--- config.mk ---
export PLATFORM = sky130hd
export DESIGN_NAME = unit_ce_sequencer
export DESIGN_NICKNAME = d
export VERILOG_FILES = /design/src/rtl/unit_ce_sequencer_pkg.sv /design/src/rtl/unit_ce_sequencer_monitor.sv /design/src/rtl/unit_ce_sequencer.sv
export SDC_FILE = /design/constraint.sdc
export NUM_CORES = 1
export LEC_CHECK = 0
export CAP_MARGIN = 20
export CORE_ASPECT_RATIO = 1.25
export CORE_UTILIZATION = 25
export CTS_BUF_LIST = sky130_fd_sc_hd__clkbuf_16
export DETAILED_ROUTE_END_ITERATION = 6
export DONT_BUFFER_PORTS = 1
export SYNTH_ARGS = -nofsm -noshare
export SYNTH_HDL_FRONTEND = slang
export SYNTH_SLANG_ARGS = --single-unit
--- constraint.sdc ---
create_clock -name clk -period 2.4 [get_ports clk]
set_input_delay 0.24 -clock clk [delete_from_list [all_inputs] [get_ports clk]]
set_output_delay 0.24 -clock clk [all_outputs]
set_load 0.02 [all_outputs]
--- src/rtl/unit_ce_sequencer_pkg.sv ---
// Shared definitions for the unit clock-enable sequencer: FSM encoding and default widths.
package unit_ce_sequencer_pkg;

  localparam int CNT_W_DEF = 8;
  localparam int DBG_W_DEF = 16;

  typedef enum logic [2:0] {
    ST_IDLE,
    ST_RST,
    ST_BURST,
    ST_GAP,
    ST_DONE
  } state_t;

endpackage

--- src/rtl/unit_ce_sequencer_monitor.sv ---
// Observes the controlled unit: delays ce by one cycle, captures dout on the
// following cycle and keeps a saturating count of captured debug-high cycles.
module unit_ce_monitor
  import unit_ce_sequencer_pkg::*;
#(
  parameter int DBG_W = DBG_W_DEF
) (
  input  logic             clk,
  input  logic             reset,
  input  logic             clear_i,
  input  logic             unit_ce_i,
  input  logic [1:0]       unit_dout_i,
  input  logic             unit_debug_i,
  output logic [1:0]       last_dout_o,
  output logic [DBG_W-1:0] debug_count_o
);

  localparam logic [DBG_W-1:0] DBG_ONE = 1;
  localparam logic [DBG_W-1:0] DBG_MAX = '1;

  logic             ce_d_q;
  logic [1:0]       last_dout_q;
  logic [DBG_W-1:0] debug_count_q;

  always_ff @(posedge clk) begin
    if (!reset) begin
      ce_d_q        <= 1'b0;
      last_dout_q   <= 2'b00;
      debug_count_q <= '0;
    end else begin
      ce_d_q <= unit_ce_i;
      if (clear_i) begin
        last_dout_q   <= 2'b00;
        debug_count_q <= '0;
      end else if (ce_d_q) begin
        // The unit's response to a ce-high cycle is visible one cycle later.
        last_dout_q <= unit_dout_i;
        if (unit_debug_i && (debug_count_q != DBG_MAX)) begin
          debug_count_q <= debug_count_q + DBG_ONE;
        end
      end
    end
  end

  assign last_dout_o   = last_dout_q;
  assign debug_count_o = debug_count_q;

endmodule

--- src/rtl/unit_ce_sequencer.sv ---
// Sequences a controlled unit: reset phase, then n_bursts bursts of ce-high
// cycles separated by gap_len idle cycles, with a one-cycle done pulse at the end.
module unit_ce_sequencer
  import unit_ce_sequencer_pkg::*;
#(
  parameter int RST_CYCLES = 4,
  parameter int CNT_W      = CNT_W_DEF,
  parameter int DBG_W      = DBG_W_DEF
) (
  input  logic             clk,
  input  logic             reset,
  input  logic             start,
  input  logic [CNT_W-1:0] burst_len,
  input  logic [CNT_W-1:0] gap_len,
  input  logic [CNT_W-1:0] n_bursts,
  input  logic [1:0]       unit_dout,
  input  logic             unit_debug,
  output logic             unit_ce,
  output logic             unit_reset,
  output logic             busy,
  output logic             done,
  output logic [1:0]       last_dout,
  output logic [DBG_W-1:0] debug_count
);

  // Phase counter is wide enough for both the reset phase and burst/gap lengths.
  localparam int RST_W = $clog2(RST_CYCLES + 1);
  localparam int PH_W  = (CNT_W > RST_W) ? CNT_W : RST_W;

  localparam logic [PH_W-1:0]  PH_ONE   = 1;
  localparam logic [PH_W-1:0]  RST_LAST = PH_W'(RST_CYCLES - 1);
  localparam logic [CNT_W-1:0] CNT_ONE  = 1;

  state_t           state_q, state_d;
  logic [PH_W-1:0]  cnt_q, cnt_d;
  logic [CNT_W-1:0] rem_q, rem_d;
  logic [CNT_W-1:0] burst_q, burst_d;
  logic [CNT_W-1:0] gap_q, gap_d;
  logic             start_acc;

  logic unit_ce_q, unit_reset_q, busy_q, done_q;

  always_comb begin
    state_d   = state_q;
    cnt_d     = cnt_q;
    rem_d     = rem_q;
    burst_d   = burst_q;
    gap_d     = gap_q;
    start_acc = 1'b0;
    case (state_q)
      ST_IDLE: begin
        if (start) begin
          start_acc = 1'b1;
          burst_d   = burst_len;
          gap_d     = gap_len;
          rem_d     = n_bursts;
          cnt_d     = RST_LAST;
          state_d   = ST_RST;
        end
      end
      ST_RST: begin
        if (cnt_q == '0) begin
          if ((rem_q == '0) || (burst_q == '0)) begin
            state_d = ST_DONE;
          end else begin
            cnt_d   = PH_W'(burst_q) - PH_ONE;
            state_d = ST_BURST;
          end
        end else begin
          cnt_d = cnt_q - PH_ONE;
        end
      end
      ST_BURST: begin
        if (cnt_q == '0) begin
          rem_d = rem_q - CNT_ONE;
          if (rem_q == CNT_ONE) begin
            state_d = ST_DONE;
          end else if (gap_q == '0) begin
            // Zero gap: ce stays high straight into the next burst.
            cnt_d = PH_W'(burst_q) - PH_ONE;
          end else begin
            cnt_d   = PH_W'(gap_q) - PH_ONE;
            state_d = ST_GAP;
          end
        end else begin
          cnt_d = cnt_q - PH_ONE;
        end
      end
      ST_GAP: begin
        if (cnt_q == '0) begin
          cnt_d   = PH_W'(burst_q) - PH_ONE;
          state_d = ST_BURST;
        end else begin
          cnt_d = cnt_q - PH_ONE;
        end
      end
      ST_DONE: state_d = ST_IDLE;
      default: state_d = ST_IDLE;
    endcase
  end

  always_ff @(posedge clk) begin
    if (!reset) begin
      state_q      <= ST_IDLE;
      cnt_q        <= '0;
      rem_q        <= '0;
      burst_q      <= '0;
      gap_q        <= '0;
      unit_ce_q    <= 1'b0;
      unit_reset_q <= 1'b1;
      busy_q       <= 1'b0;
      done_q       <= 1'b0;
    end else begin
      state_q      <= state_d;
      cnt_q        <= cnt_d;
      rem_q        <= rem_d;
      burst_q      <= burst_d;
      gap_q        <= gap_d;
      // Outputs are decoded from the next state so they line up with state_q.
      unit_ce_q    <= (state_d == ST_BURST);
      unit_reset_q <= (state_d == ST_IDLE) || (state_d == ST_RST);
      busy_q       <= (state_d != ST_IDLE);
      done_q       <= (state_d == ST_DONE);
    end
  end

  assign unit_ce    = unit_ce_q;
  assign unit_reset = unit_reset_q;
  assign busy       = busy_q;
  assign done       = done_q;

  unit_ce_monitor #(
    .DBG_W(DBG_W)
  ) u_monitor (
    .clk          (clk),
    .reset        (reset),
    .clear_i      (start_acc),
    .unit_ce_i    (unit_ce_q),
    .unit_dout_i  (unit_dout),
    .unit_debug_i (unit_debug),
    .last_dout_o  (last_dout),
    .debug_count_o(debug_count)
  );

endmodule

== Word-level counts from Yosys, hierarchy flattened ==
Cells that the tools add are included.
Widths: inputs -> output; s select.

* Bits of input ports: 30
* Output and inout port bits: 22
* Memories: 0
* Memory bits (writable): 0
* Latch bits: 0
* Memory bits (read-only): 0
* Bits in registers: 58

* $mul: 0
* Shift-type cells: 0
* Add/subtract/negate cells: 5
* Divide/modulo/power cells: 0
* Eq/ne operators: 12
* Bitwise operators: 1
* $lt $le $gt $ge: 0
* Mux-type cells: 21
* Reduce and logical (&&, ||, !) cells: 17

{| class="wikitable"
|+ Operator list
! kind !! count
|-
| $mux 8 || 9
|-
| $logic_not 8->1 || 4
|-
| $pmux 8 s4 || 1
|-
| $sub 8x1->8 const B || 4
|-
| $mux 3 || 7
|-
| $add 16x1->16 const B || 1
|-
| $ne 16x16->1 const B || 1
|-
| $pmux 8 s2 || 1
|-
| $pmux 3 s4 || 1
|-
| $eq 3x2->1 const B || 3
|-
| $eq 8x1->1 const B || 1
|-
| $eq 3x1->1 const B || 2
|-
| $logic_not 3->1 || 2
|-
| $ne 3x3->1 const B || 2
|-
| $ne 2x2->1 const B || 2
|-
| $reduce_and 2->1 || 2
|-
| $reduce_and 4->1 || 1
|-
| $reduce_bool 4->1 || 1
|-
| $eq 3x3->1 const B || 1
|-
| $reduce_and 3->1 || 1
|-
| $reduce_bool 3->1 || 1
|-
| $logic_or 1x1->1 || 2
|-
| $mux 1 || 2
|-
| $reduce_bool 2->1 || 1
|-
| 3 further kinds || 3
|}

== Depth between registers and ports, before layout ==
* Depth after elaboration: 7
* Mapped depth: 10

== Modules after synthesis ==
Synthesis repeated with hierarchy kept, for this count alone.

* Cells, all modules: 416
* Area, all modules: 3372.0 um^2

{| class="wikitable"
|+ Modules (own cells, without submodules)
! module !! seq. area each (um^2) !! area each (um^2) !! instances !! cells each
|-
| unit_ce_sequencer || 780.7 || 2422.3 || 1 || 310
|-
| unit_ce_monitor || 380.4 || 949.7 || 1 || 106
|}

== Least setup slack after synthesis ==
Ideal clock, no wire load.

* Path kind: register to register
* From: register cnt_q[0]
* To: register busy_q (netlist: busy)
* Library setup time: 127 ps
* Setup slack: 512 ps
* Required time: 2273 ps
* Arrival time: 1761 ps
* Stages on the path, launching flop included: 10
* Path through: dfxtp_1 > inv_1 > ha_1 > nor4b_4 > and2_1 > buf_4 > a32oi_1 > o22ai_1 > and2_4 > or3_1

* Word-level cells in the longest chain between the ends: 4
* Elaborated cells between the ends (all ways): 6
* Those cells by class: mux: 4; reduce/logical: 2

{| class="wikitable"
|+ Ends and longest elaborated chain
! what !! RTL line !! text
|-
| from (decl) || unit_ce_sequencer.sv:35 || <nowiki>logic [PH_W-1:0] cnt_q, cnt_d;</nowiki>
|-
| from (signal assigned) || unit_ce_sequencer.sv:115 || <nowiki>cnt_q <= cnt_d;</nowiki>
|-
| $logic_not 8->1 (*) || unit_ce_sequencer.sv:62, unit_ce_sequencer.sv:74, unit_ce_sequencer.sv:90 ||
|-
| $mux 3, on equally long branches || unit_ce_sequencer.sv:90, unit_ce_sequencer.sv:62, unit_ce_sequencer.sv:74 ||
|-
| $pmux 3 s4 (*) || unit_ce_sequencer.sv:50 || <nowiki>case (state_q)</nowiki>
|-
| $reduce_bool 3->1 (*) || unit_ce_sequencer.sv:122 || <nowiki>busy_q <= (state_d != ST_IDLE);</nowiki>
|-
| to (signal assigned) || unit_ce_sequencer.sv:122 ||
|-
| to (decl) || unit_ce_sequencer.sv:41 || <nowiki>logic unit_ce_q, unit_reset_q, busy_q, done_q;</nowiki>
|}

Every way passes the cells marked *; elsewhere a longest branch is shown, timed or not.
A chain may end at the register's enable or synchronous reset.

== Final worst setup path ==
Same ends and word-level chain as after synthesis.

==> run metrics <==
outcome completed; Clock Latency Late Sink 0.33 ns; post-layout net count around 450; First-pass DRT Iterations 4; largest net degree at the start of global routing 38; via/cell ratio 4.98; R2R depth 8; post-synthesis sequential area ratio 0.351; worst hold-check path type input pin to flop; Synth Instances 399; max_cap viols 0; period utilisation layout 0.881; Final Slew Violations 0; Primary FF master, synth dfxtp_1; port buffer count 0; mapped cell area roughly 3300 um2; fin area 3790 um2; Worst-Margin Slew 0.638 ns; Setup-failing EPs final 0; final setup TNS 0 ns; Syn Nets 439; min Tclk post-route 2.12 ns; crit path kind flop to flop; Post-CTS Repair Setup Buffers 0; share of cells above drive strength 1 0.0980; async set or reset register ratio after synthesis 0; ANT nets after route 0; Sw Ratio 0.413; Die X 105 um; grt met2 use 0.212; Post-synth EDFFs 0; Rel. slew slack 0.574; GPL Wtd Cong 0.863; GR Util met1 0.144; number of global-route vias before repair 2819; NetSw 1.95 mW; Overflow after GRT 0; Placed Area 3510 um2; Clock Sink Count 58; mean post-synth cell area 8.29 um2; Logic pwr share 0.440; hold path start burst_len[0]; TritonCTS buffer count 9; yosys warns 0; clock share of power 0.256; Die Y 131 um; Antenna diodes 0; WL per Instance 13.9 um; power per cell area 1250 nW/um2; Top-Level Pins 52; initial core utilization 0.259; clock-pin slew on the worst setup and hold paths 0.05 ns; Worst Hold Depth 2; initial antenna violation count 0; P&R area growth vs syn 14.5%; initial drt markers 190; Worst Path Max Fanout 8; global route hottest layer met2; Setup crit end kind flop; final hold vios 0; CTS root buf clkbuf_16; CP startpoint kind flop; Min-Delay Endpoint burst_q[0]$_SDFFE_PN0P_; Worst Clk Skew about 0.0093 ns; Final Util 0.296; hold_buf cts 0; worst reg2reg startpoint cnt_q[0]$_SDFFE_PN0P_; Lkg Pwr 1.39 nW; P_int between 2 and 3 mW; Seq cells post-synth 58; # DRC 0; H-tree Lvls 3; Fillers 1393; worst reg2reg setup slack 0.28 ns; total wire length 8.01 mm; Clock Tree Buf Depth 2; core area around 13000 um2; RSZ-0062 raised after global routing false; first-pass GRT wire length ~13 mm; capture point of the worst reg-to-reg path busy$_SDFF_PN0_; crit path DAT 2.32 ns; hpwl dp 5.84 mm; Synth cell types 64; routed vias 2867; die area 13700 um2; Flop pwr share 0.303; VDD IR max 0.411 mV; Worst Path Required roughly 2.6 ns; # resized after CTS 0; Fmax 473 MHz; row cnt 46; met3 usage 0.0332; CTS tree done; Tot GR Track Use 0.123
## sequential cells by signal (all words and copies together), names as in the netlist
name                     flops
gap_q                        8
u_monitor.last_dout_o        2
u_monitor.debug_count_o     16
rem_q                        8
u_monitor.ce_d_q             1
unit_ce                      1
state_q                      3
burst_q                      8
busy                         1
cnt_q                        8
unit_reset                   1
done                         1
## worst max-delay path: stages, from the launching register on
cell and delay, ns:
dfxtp_1 0.33, inv_1 0.10, ha_1 0.17, nor4b_4 0.25
and2_1 0.33, o21ai_0 0.13, a21oi_1 0.28, nor2b_1 0.09
or3_1 0.31
## routing by layer
layer	vias to the layer above	routed length [um]	share of wire
met5	-	0	0
met4	0	191	0.024
met3	14	408	0.051
met2	93	3910	0.49
met1	1332	3500	0.44
li1	1428	-	-
## stage by stage
| stage | setup WS, ns | cells | total power, mW | hold slack, ns |
|---|---|---|---|---|
| after floorplan | 0.512 | 399 | 3.08 | 0.385 |
| after global placement | 0.364 | 562 | 3.46 | 0.383 |
| after detailed placement | 0.318 | 562 | 3.49 | 0.386 |
| after CTS | 0.293 | 576 | 4.73 | 0.0369 |
| after global routing | 0.104 | 576 | 5.06 | 0.0424 |
| final | 0.285 | 576 | 4.72 | 0.0470 |
## cell usage after synthesis (2+ instances only)
| master | number | share of area |
|---|---|---|
| nand4_1 | 5 | 0.0095 |
| clkbuf_1 | 8 | 0.0091 |
| o221ai_1 | 5 | 0.013 |
| a41oi_1 | 2 | 0.0053 |
| nor2b_1 | 7 | 0.013 |
| inv_1 | 11 | 0.012 |
| nor3_1 | 10 | 0.015 |
| nand3b_1 | 2 | 0.0045 |
| mux2i_1 | 7 | 0.021 |
| nand2_1 | 66 | 0.075 |
| buf_2 | 3 | 0.0045 |
| o31ai_1 | 4 | 0.0091 |
| a211oi_1 | 2 | 0.0045 |
| a21oi_1 | 11 | 0.017 |
| nor4_1 | 3 | 0.0057 |
| xor2_1 | 18 | 0.048 |
| a31oi_1 | 6 | 0.011 |
| o211ai_1 | 7 | 0.016 |
| nand2b_1 | 5 | 0.0095 |
| o21a_1 | 2 | 0.0045 |
| and3_1 | 3 | 0.0057 |
| and2_1 | 4 | 0.0076 |
| ha_1 | 10 | 0.038 |
| o21ai_0 | 15 | 0.023 |
| dfxtp_1 | 58 | 0.35 |
| buf_4 | 4 | 0.0091 |
| nor2_1 | 40 | 0.045 |
| o22ai_1 | 4 | 0.0076 |
| xnor2_1 | 9 | 0.024 |
| nor4_4 | 2 | 0.013 |
| nor3b_1 | 2 | 0.0045 |
| nand3_1 | 14 | 0.021 |
| a21boi_0 | 18 | 0.041 |
| and2_4 | 2 | 0.0053 |
## area by class of cell
| class | count | area [um2] | area share |
|---|---|---|---|
| clock buffers | 9 | 225 | 0.0595 |
| repair buffers | 11 | 82.6 | 0.0218 |
| clock inverters | 5 | 47.5 | 0.0126 |
| well taps | 168 | 210 | 0.0555 |
| flip-flops and latches | 58 | 1160 | 0.307 |
| multi-input cells | 314 | 2020 | 0.533 |
| inverters | 11 | 41.3 | 0.0109 |
## cell families after synthesis
family / after synthesis / share of synthesized area
xor+xnor: 27 / 0.0715
flops: 58 / 0.351
buf+inv: 27 / 0.0386
mux: 7 / 0.0212
compound gates: 89 / 0.193
fa+ha+maj: 10 / 0.0378
simple gates: 181 / 0.286
## power groups by stage
| stage | Combinational, mW | Clock (mW) | Sequential (mW) |
|---|---|---|---|
| finish | 2.08 | 1.21 | 1.43 |
| detailed placement | 2.05 | 0 | 1.45 |
| CTS | 2.06 | 1.25 | 1.43 |
| floorplan | 1.73 | 0 | 1.35 |
| global route | 2.31 | 1.29 | 1.47 |
| global placement | 2.01 | 0 | 1.44 |
## cells in the final DEF, fill, tap and decap left out, types with 9 or more instances in the layout
master	instances
a21oi_1	11
nand3_1	14
xor2_1	18
a21boi_0	18
clkbuf_16	9
nand2_1	66
inv_1	11
ha_1	10
o21ai_0	15
buf_4	11
nor2_1	40
nor3_1	10
dfxtp_1	58
xnor2_1	9
## worst max path at each step
stage / to / slack [ns] / from / cells past startpoint
2_1_floorplan: busy$_SDFF_PN0_ / 0.51 / cnt_q[0]$_SDFFE_PN0P_ / 9
3_3_place_gp: busy$_SDFF_PN0_ / 0.36 / cnt_q[0]$_SDFFE_PN0P_ / 8
3_5_place_dp: busy$_SDFF_PN0_ / 0.32 / cnt_q[0]$_SDFFE_PN0P_ / 8
4_1_cts: busy$_SDFF_PN0_ / 0.29 / cnt_q[0]$_SDFFE_PN0P_ / 8
5_1_grt: busy$_SDFF_PN0_ / 0.10 / cnt_q[0]$_SDFFE_PN0P_ / 8
6_report: busy$_SDFF_PN0_ / 0.28 / cnt_q[0]$_SDFFE_PN0P_ / 8
(Power assumes the default switching activity.)
